## src/rtl/fb_cmd_scheduler.sv

```systemverilog
// fb_cmd_scheduler: latches framebuffer clear/commit commands and sequences the colour/depth apply handshakes.
// Ports: clk/resetn (async active-low); cmdValid/cmdReady command handshake with cmdColorCommit,
// cmdColorMemset, cmdDepthMemset, cmdClearColor, cmdClearDepth; colour framebuffer side colorApply/colorApplied,
// colorCmdCommit, colorCmdMemset, colorClearColor; depth framebuffer side depthApply/depthApplied,
// depthCmdMemset, depthClearDepth; fragStall holds the pixel pipeline; commitCount counts finished commits.
// Define FB_CMD_SCHEDULER_PARALLEL_DEPTH_EN to run the depth memset alongside the colour request.
module fb_cmd_scheduler #(
  parameter int PIXEL_WIDTH = 16,
  parameter int DEPTH_WIDTH = 16,
  parameter int COUNT_WIDTH = 16
) (
  input  logic                   clk,
  input  logic                   resetn,
  input  logic                   cmdValid,
  output logic                   cmdReady,
  input  logic                   cmdColorCommit,
  input  logic                   cmdColorMemset,
  input  logic                   cmdDepthMemset,
  input  logic [PIXEL_WIDTH-1:0] cmdClearColor,
  input  logic [DEPTH_WIDTH-1:0] cmdClearDepth,
  output logic                   colorApply,
  input  logic                   colorApplied,
  output logic                   colorCmdCommit,
  output logic                   colorCmdMemset,
  output logic [PIXEL_WIDTH-1:0] colorClearColor,
  output logic                   depthApply,
  input  logic                   depthApplied,
  output logic                   depthCmdMemset,
  output logic [DEPTH_WIDTH-1:0] depthClearDepth,
  output logic                   fragStall,
  output logic [COUNT_WIDTH-1:0] commitCount
);
  typedef enum logic [2:0] {IDLE, COLOR_REQ, COLOR_RUN, DEPTH_REQ, DEPTH_RUN} state_t;
  state_t state_q, state_d, color_exit;
  logic commit_q, commit_d, cmemset_q, cmemset_d, dmemset_q, dmemset_d;
  logic [PIXEL_WIDTH-1:0] color_q, color_d;
  logic [DEPTH_WIDTH-1:0] depth_q, depth_d;
  logic [COUNT_WIDTH-1:0] count_q, count_d;
  logic accept, color_done;
  assign accept = cmdValid & (state_q == IDLE);
`ifdef FB_CMD_SCHEDULER_PARALLEL_DEPTH_EN
  // Depth apply rides alongside the colour request; it drops on its own applied==0 and the
  // colour run phase waits for both framebuffers to be idle again.
  logic dpar_q, dpar_d;
  assign color_done = colorApplied & depthApplied & ~dpar_q;
  assign color_exit = IDLE;
  always_comb dpar_d = accept ? (cmdColorCommit | cmdColorMemset) & cmdDepthMemset : dpar_q & depthApplied;
  always_ff @(posedge clk or negedge resetn)
    if (!resetn) dpar_q <= 1'b0;
    else dpar_q <= dpar_d;
`else
  assign color_done = colorApplied;
  assign color_exit = dmemset_q ? DEPTH_REQ : IDLE;
`endif
  always_ff @(posedge clk or negedge resetn) begin
    if (!resetn) begin
      state_q   <= IDLE;
      commit_q  <= 1'b0;
      cmemset_q <= 1'b0;
      dmemset_q <= 1'b0;
      color_q   <= '0;
      depth_q   <= '0;
      count_q   <= '0;
    end else begin
      state_q   <= state_d;
      commit_q  <= commit_d;
      cmemset_q <= cmemset_d;
      dmemset_q <= dmemset_d;
      color_q   <= color_d;
      depth_q   <= depth_d;
      count_q   <= count_d;
    end
  end
  always_comb begin
    state_d = state_q;
    case (state_q)
      IDLE:      if (accept) state_d = (cmdColorCommit | cmdColorMemset) ? COLOR_REQ : cmdDepthMemset ? DEPTH_REQ : IDLE;
      COLOR_REQ: if (!colorApplied) state_d = COLOR_RUN;
      COLOR_RUN: if (color_done) state_d = color_exit;
      DEPTH_REQ: if (!depthApplied) state_d = DEPTH_RUN;
      DEPTH_RUN: if (depthApplied) state_d = IDLE;
      default:   state_d = IDLE;
    endcase
  end
  always_comb begin
    commit_d  = accept ? cmdColorCommit : commit_q;
    cmemset_d = accept ? cmdColorMemset : cmemset_q;
    dmemset_d = accept ? cmdDepthMemset : dmemset_q;
    color_d   = accept ? cmdClearColor : color_q;
    depth_d   = accept ? cmdClearDepth : depth_q;
    count_d   = (state_q == COLOR_RUN && color_done && commit_q) ? count_q + 1'b1 : count_q;
  end
  always_comb begin
    cmdReady   = state_q == IDLE;
    fragStall  = state_q != IDLE;
    colorApply = state_q == COLOR_REQ;
`ifdef FB_CMD_SCHEDULER_PARALLEL_DEPTH_EN
    depthApply = (state_q == DEPTH_REQ) | dpar_q;
`else
    depthApply = state_q == DEPTH_REQ;
`endif
  end
  assign colorCmdCommit  = commit_q;
  assign colorCmdMemset  = cmemset_q;
  assign colorClearColor = color_q;
  assign depthCmdMemset  = dmemset_q;
  assign depthClearDepth = depth_q;
  assign commitCount     = count_q;
endmodule

```

## config.mk

```make
export PLATFORM = sky130hd
export DESIGN_NAME = fb_cmd_scheduler
export DESIGN_NICKNAME = d
export VERILOG_FILES = /design/src/rtl/fb_cmd_scheduler.sv
export SDC_FILE = /design/constraint.sdc
export NUM_CORES = 1
export LEC_CHECK = 0
export BUFFER_PORTS_ARGS = -buffer_cell sky130_fd_sc_hd__buf_2
export CORE_ASPECT_RATIO = 1.1
export CORE_UTILIZATION = 51
export CTS_CLUSTER_DIAMETER = 60
export DETAILED_ROUTE_END_ITERATION = 12
export PLACE_DENSITY = 0.84
export SLEW_MARGIN = 0
export SYNTH_ARGS = -nofsm -noshare
export SYNTH_HDL_FRONTEND = slang
export SYNTH_SLANG_ARGS = --single-unit
```

## constraint.sdc

```tcl
create_clock -name clk -period 3 [get_ports clk]
set_clock_uncertainty 0.15 [all_clocks]
set_input_delay 0.3 -clock clk [delete_from_list [all_inputs] [get_ports clk]]
set_output_delay 0.3 -clock clk [all_outputs]
set_load 0.005 [all_outputs]
```

Word-level counts from Yosys, hierarchy flattened
Cells that the tools add are included.
{"block": "word_totals", "latch_bits": 0, "ff_bits": 54, "mem_bits_rw": 0, "elab_cells": 33, "memories": 0, "rom_bits": 0, "out_inout_bits": 55, "in_bits": 40}
{"block": "classes", "n_eq_ne": 9, "n_reduce_logical": 5, "mux": 9, "multipliers": 0, "div": 0, "shift": 0, "n_addsub": 1, "magnitude_cmp": 0, "n_bitwise": 2}
{"cell": "$add A16 B1 Y16 const B", "n": 1}
{"cell": "$mux W3", "n": 5}
{"cell": "$pmux W3 S5", "n": 1}
{"cell": "$ne A2 B2 Y1 const B", "n": 4}
{"cell": "$eq A3 B2 Y1 const B", "n": 2}
{"cell": "$mux W2", "n": 3}
{"cell": "$reduce_and A5 Y1", "n": 1}
{"cell": "$eq A3 B1 Y1 const B", "n": 1}
{"cell": "$eq A3 B3 Y1 const B", "n": 1}
{"cell": "$logic_not A3 Y1", "n": 1}
{"cell": "$reduce_bool A3 Y1", "n": 1}
{"cell": "$logic_and A1 B1 Y1", "n": 2}
{"cell": "$ne A2 B1 Y1 const B", "n": 1}
{"cell": "$and A1 B1 Y1", "n": 1}
{"cell": "$or A1 B1 Y1", "n": 1}

Longest topological paths before layout
Gate-level depths: netlist of the first run.
{"block": "depth", "depth_word": 4, "depth_mapped": 7}

Least setup slack after synthesis of the first run
OpenSTA, ideal clock, no wires.
{"block": "synth_path", "path_kind": "reg2reg", "startpoint": "register state_q[2]", "endpoint": "register color_q[0] (netlist: colorClearColor[0])", "required_ps": 2723, "setup_ps": 127, "path_stages_with_launch": 7, "t_arrival_ps": 1480, "setup_slack_ps": 1243, "path_cell_list": "dfrtp_1 > or2_1 > buf_6 > nor2b_1 > buf_4 > buf_6 > mux2_1"}
{"block": "synth_via", "elab_chain_len": 2}
{"element": "start: declaration", "line_no": "34", "text": "state_t state_q, state_d, color_exit;"}
{"element": "start signal: assignment", "line_no": "65", "text": "state_q <= state_d;"}
{"element": "$logic_not A3 Y1", "line_no": "40", "text": "assign accept = cmdValid & (state_q == IDLE);"}
{"element": "$and A1 B1 Y1", "line_no": "40"}
{"element": "end signal: assignment", "line_no": "69", "text": "color_q <= color_d;"}
{"element": "end: declaration", "line_no": "36", "text": "logic [PIXEL_WIDTH-1:0] color_q, color_d;"}
Every way passes these cells.
A chain may end at the register's enable or synchronous reset.

Worst setup path after layout of the first run
{"block": "layout_path", "startpoint": "register state_q[2]", "endpoint": "register color_q[8] (netlist: colorClearColor[8])"}
Same word-level chain as after synthesis.

==> flow_summary.yaml, run 1 <==
sta:
  rsz0062_at_grt: "no"
  hold_violations: 0
  worst_pin_slew_ps: 570
  fmax_ghz: 0.458
  layout_setup_ws_ps: 816
  fin_tns_setup_ps: 0
  min_period_ps: 2180
  report.final.slew_viol_count: 0
  post-route-period-util: 0.728
  slew_headroom: 0.619
  setup_violations: 0
finish:
  drive_gt1_frac: 0.438
  fin_nets: 301
  area_delta_synth_final_pct: 26.7
  diodes: 0
detailed_routing:
  firstDrtPassIters: 5
  vias_per_cell: 5.18
  drt-total-wl_um: 4370
  avgRoutedWirePerCell_um: 13.9
  drc: 0
  ant_nets: 0
  drt_iter0_drc: 38
  via_count: 1628
synth:
  synth-seq-cells: 54
  synth_top_area_frac: 0.598
  synthArstFlopShare: 1.00
  syn_inst: 162
  synth-seq-area-share: 0.598
  synth_area_per_cell_um2: 13.9
  synth_most_common_cell: "dfrtp_1"
  synth.area.top_cells: "dfrtp_1 (60%), mux2_1 (14%), xnor2_1 (4.7%), mux2_2 (3.5%), nand3_1 (2.0%)"
  yosys_warnings: 0
  synth_fp_nets: 203
  synth_edf_count: 0
  yosysTopAreaCell: "dfrtp_1"
  yosysUniqueCellTypes: 28
  synth_common_cells: "dfrtp_1 (54), mux2_1 (28), xnor2_1 (12), nand3_1 (9)"
  synth_top_flop_cell: "dfrtp_1"
  syn-cell-area_mm2: 0.00226
power:
  vdd_drop_max_v: 0.000505
  p_leak_nw: 1.41
  power_per_cell_area_mw_per_mm2: 846
  power_mw: 2.42
setup_path:
  crit-reg2reg-capture: "colorClearColor[8]$_DFFE_PN0P_"
  worst-path-buf-inv: 1
  r2r_setup_slack_ps: 820
  crit_arrival_ps: 2210
  path_cells: "or2_1, nor2b_4, buf_12, mux2_1"
  end_kind: "flop"
  rr_worst_depth: 4
  required_ps: 3020
  reg2reg_from: "state_q[2]$_DFFE_PN0P_"
  cpPeakStageDelay_ps: 530
  slowest_stage: "nor2b_4"
  crit_fanout: 19
  crit_family: "simple AND/OR/NAND/NOR gates"
  criticalPathCategory: "reg -> reg"
  startpoint_type: "flop"
clock_tree:
  cts.sinks: 54
  cts_max_level: 2
  cts_tree: "yes"
  clock-root-buffer: "clkbuf_8"
  post_cts_resized: 0
  clk_latency_ps: 290
  clock_path_buffers: 2
  cts_made_buffers: 5
  path_clk_slew_ps: 80
hold_path:
  hold_path_end: "state_q[2]$_DFFE_PN0P_"
  hold_depth: 2
  hold_class: "in -> reg"
  hp-start: "depthApplied"
place:
  place.gp.congestion: 0.749
  hpwlAfterDp_um: 3350
  pre_cts_ws_ps: 809
  port_buffers: 94
floorplanning:
  dieArea_mm2: 0.00470
  io_pins: 95
  die_h_um: 71.8
  coreArea_mm2: 0.00429
  rows: 25
  initial_utilization: 0.527
  die_w_um: 65.5
run_status:
  status: "complete, no violations"
global_routing:
  grt_pass1_wl_um: 7140
  antenna_found_initial: 0
  overflow: 0
  grt_pass1_vias: 1610
  track_usage: 0.202
  grt_max_degree: 34
run:
  max_cap_violations: 0
-- how the worst max path moves through the flow --
| stage | from | end | cells past startpoint | slack [ps] |
|---|---|---|---|---|
| finish | state_q[2]$_DFFE_PN0P_ | colorClearColor[8]$_DFFE_PN0P_ | 4 | 820 |
| global route | state_q[0]$_DFFE_PN0P_ | colorClearColor[9]$_DFFE_PN0P_ | 4 | 680 |
| CTS | state_q[0]$_DFFE_PN0P_ | colorClearColor[8]$_DFFE_PN0P_ | 4 | 800 |
| detailed placement | state_q[0]$_DFFE_PN0P_ | colorClearColor[8]$_DFFE_PN0P_ | 4 | 810 |
| global placement | state_q[2]$_DFFE_PN0P_ | colorClearColor[10]$_DFFE_PN0P_ | 4 | 860 |
| floorplan | state_q[2]$_DFFE_PN0P_ | colorClearColor[0]$_DFFE_PN0P_ | 6 | 1240 |
-- cell usage in the layout (no fill, tap or decap), types with 2 or more instances in the layout --
| cell | n |
|---|---|
| a21boi_0 | 2 |
| dfrtp_1 | 54 |
| nand3_1 | 9 |
| buf_2 | 94 |
| mux2_1 | 28 |
| clkbuf_8 | 5 |
| xnor2_1 | 12 |
| a21oi_1 | 2 |
| nand2_1 | 7 |
| nor2_1 | 6 |
| xor2_1 | 3 |
| mux2_2 | 7 |
| nor4_4 | 2 |
| and3_1 | 2 |
| inv_1 | 3 |
| nand4_1 | 5 |
| nand2b_1 | 2 |
-- report_power, final --
group          total [mW]  leakage [nW]  internal (mW)  switching (mW)
combinational       0.875         0.703          0.473           0.402
clock               0.368        0.0373          0.160           0.207
sequential           1.18         0.670           1.01           0.173
total                2.42          1.41           1.64           0.783
-- metrics by stage --
stage,hold slack (ps),cell area [um^2],cells,util
after detailed placement,129,2770,306,0.647
after CTS,35.5,2860,314,0.668
final,49.6,2860,314,0.668
after global placement,126,2770,306,0.647
after floorplan,-146,2260,162,-
after global routing,50.0,2860,314,0.668
-- flip-flops by register name, indices dropped and copies added (netlist names) --
name,flops
commitCount,16
depthClearDepth,16
colorCmdMemset,1
state_q,3
colorCmdCommit,1
depthCmdMemset,1
colorClearColor,16
-- cells by family after synthesis --
| logic type | Yosys count | share of synthesized area |
|---|---|---|
| flops | 54 | 0.598 |
| simple gates | 40 | 0.109 |
| mux | 35 | 0.174 |
| xor+xnor | 15 | 0.0581 |
| buf+inv | 9 | 0.0316 |
| compound gates | 8 | 0.0238 |
| fa+ha+maj | 1 | 0.00554 |
-- worst reg2reg max path: cells and delay by family (launching register included) --
family,cells,cell delay (ps)
DFF,1,410
muxes,1,340
and+or+nand+nor,2,920
buffers and inverters,1,240
-- layout make-up --
type,instances,area (um^2)
multi-input cells,99,845
fillers,336,1420
flip-flops and latches,54,1350
clock inverters,1,7.51
well taps,54,67.6
clock buffers,6,72.6
repair buffers,97,508
inverters,3,11.3
-- per-layer routing --
layer	track usage	share of wire
met3	0.0605	0.075
met2	0.337	0.51
met1	0.242	0.40
met5	0	0
met4	0.0870	0.017
-- what timing repair did --
action                     CTS  global route
setup endpoints to repair    0             0
buffers inserted             0             0
hold buffers                 1             0
hold endpoints to repair    21             0
(Power assumes the default switching activity.)
==> run 2, diff against run 1 <==
--- a/config.mk
+++ b/config.mk
@@ -7,10 +7,10 @@
 export LEC_CHECK = 0
 export BUFFER_PORTS_ARGS = -buffer_cell sky130_fd_sc_hd__buf_2
 export CORE_ASPECT_RATIO = 1.1
-export CORE_UTILIZATION = 51
+export CORE_UTILIZATION = 47
 export CTS_CLUSTER_DIAMETER = 60
 export DETAILED_ROUTE_END_ITERATION = 12
-export PLACE_DENSITY = 0.84
+export PLACE_DENSITY = 0.79
 export SLEW_MARGIN = 0
 export SYNTH_ARGS = -nofsm -noshare
 export SYNTH_HDL_FRONTEND = slang
==> constraint.sdc (replaced) <==
create_clock -name clk -period 2.23 [get_ports clk]
set_clock_uncertainty 0.15 [all_clocks]
set_input_delay 0.223 -clock clk [delete_from_list [all_inputs] [get_ports clk]]
set_output_delay 0.223 -clock clk [all_outputs]
set_load 0.005 [all_outputs]
==> flow_summary.yaml, run 2 (synthesis results as in run 1) <==
floorplanning:
  die_h_um: 74.7
  die_w_um: 68.1
  coreArea_mm2: 0.00462
  io_pins: 95
  rows: 26
  initial_utilization: 0.489
  dieArea_mm2: 0.00509
clock_tree:
  clk_latency_ps: 300
  path_clk_slew_ps: 100
  cts_max_level: 2
  cts_made_buffers: 5
  clock_path_buffers: 2
  cts_setup_buffers: 0
  clock-root-buffer: "clkbuf_8"
  post_cts_resized: 0
  cts_tree: "yes"
  cts.sinks: 54
sta:
  layout_setup_ws_ps: 234
  fin_tns_setup_ps: 0
  min_period_ps: 2000
  report.final.slew_viol_count: 0
  rsz0062_at_grt: "no"
  fmax_ghz: 0.501
  hold_violations: 0
  worst_pin_slew_ps: 593
  post-route-period-util: 0.895
  slew_headroom: 0.605
  setup_violations: 0
  whs_ps: 43.4
place:
  hpwlAfterDp_um: 3140
  port_buffers: 94
  pre_cts_ws_ps: 259
  place.gp.congestion: 0.848
  dp_cells: 308
  placed_cell_area_mm2: 0.00279
finish:
  multi_input_area_um2: 845
  instances_no_fill: 351
  regArea_mm2: 0.00135
  fin_nets: 335
  layout.core_utilization: 0.703
  most-common-layout-cells: "buf_2 (94), dfrtp_1 (54), dlygate4sd3_1 (35)"
  post-route-cell-area_mm2: 0.00325
  drive_gt1_frac: 0.390
  nFillCells: 313
  final_common_cell: "buf_2"
  area_delta_synth_final_pct: 43.7
  diodes: 0
setup_path:
  rr_worst_depth: 4
  crit_family: "simple AND/OR/NAND/NOR gates"
  end_kind: "flop"
  required_ps: 2270
  r2r_setup_slack_ps: 230
  path_cells: "or2_1, nor2b_4, buf_12, mux2_1"
  cpPeakStageDelay_ps: 440
  crit-reg2reg-capture: "depthClearDepth[5]$_DFFE_PN0P_"
  crit_fanout: 30
  worst-path-buf-inv: 1
  crit_arrival_ps: 2030
  crit_cells: 4
  startpoint_type: "flop"
  reg2reg_from: "state_q[0]$_DFFE_PN0P_"
  slowest_stage: "dfrtp_1"
  criticalPathCategory: "reg -> reg"
  critPathLaunch: "state_q[0]$_DFFE_PN0P_"
  crit_path_end: "depthClearDepth[5]$_DFFE_PN0P_"
global_routing:
  grt_pass1_wl_um: 7710
  track_usage: 0.208
  antenna_found_initial: 0
  overflow: 0
  grt_pass1_vias: 1742
  grt_max_degree: 31
detailed_routing:
  drc: 0
  drt_iter0_drc: 34
  vias_per_cell: 4.95
  firstDrtPassIters: 4
  drt-total-wl_um: 4940
  avgRoutedWirePerCell_um: 14.1
  ant_nets: 0
  via_count: 1737
power:
  p_leak_nw: 1.57
  power_mw: 3.44
  vdd_drop_max_v: 0.000758
  power_per_cell_area_mw_per_mm2: 1060
run_status:
  status: "complete, no violations"
hold_path:
  hp-start: "cmdColorMemset"
  hold_class: "in -> reg"
run:
  max_cap_violations: 0
-- run 2: cell type report --
type,instances,area share
inverter,3,0.00347
clock buffer,6,0.0223
multi-input combinational,99,0.260
clock inverter,2,0.0116
timing repair buffer,131,0.265
tap,56,0.0216
sequential,54,0.416
-- run 2: worst register-to-register path, delay by kind of cell (launching register included) --
kind	cells	cell delay, ps
and+or+nand+nor	2	700
muxes	1	360
buffers and inverters	1	240
DFF	1	440
-- run 2: repair_timing --
action	CTS	global route
hold buffers	34	1
setup endpoints to repair	0	0
endpoints found under the hold margin	58	1
-- run 2: worst min path at each step --
stage | to | slack [ps] | depth (start not counted)
2_1_floorplan | colorClearColor[0]$_DFFE_PN0P_ | -220 | 0
3_3_place_gp | commitCount[2]$_DFFE_PN0P_ | 110 | 1
3_5_place_dp | commitCount[1]$_DFFE_PN0P_ | 120 | 1
4_1_cts | depthClearDepth[10]$_DFFE_PN0P_ | 0.5 | 2
5_1_grt | colorCmdMemset$_DFFE_PN0P_ | 20 | 2
6_report | colorCmdMemset$_DFFE_PN0P_ | 40 | 2
-- run 2: power breakdown --
group	switching (mW)	total, mW	internal (mW)
clock network	0.304	0.639	0.335
registers	0.232	1.58	1.35
logic	0.543	1.22	0.677
total	1.08	3.44	2.36
-- run 2: routing by layer --
layer | GRT usage | vias to the layer above | wire length, um
li1 | - | 833 | -
met1 | 0.249 | 830 | 1980
met2 | 0.357 | 69 | 2580
met3 | 0.0591 | 5 | 347
met4 | 0.0671 | 0 | 40
met5 | 0 | - | 0
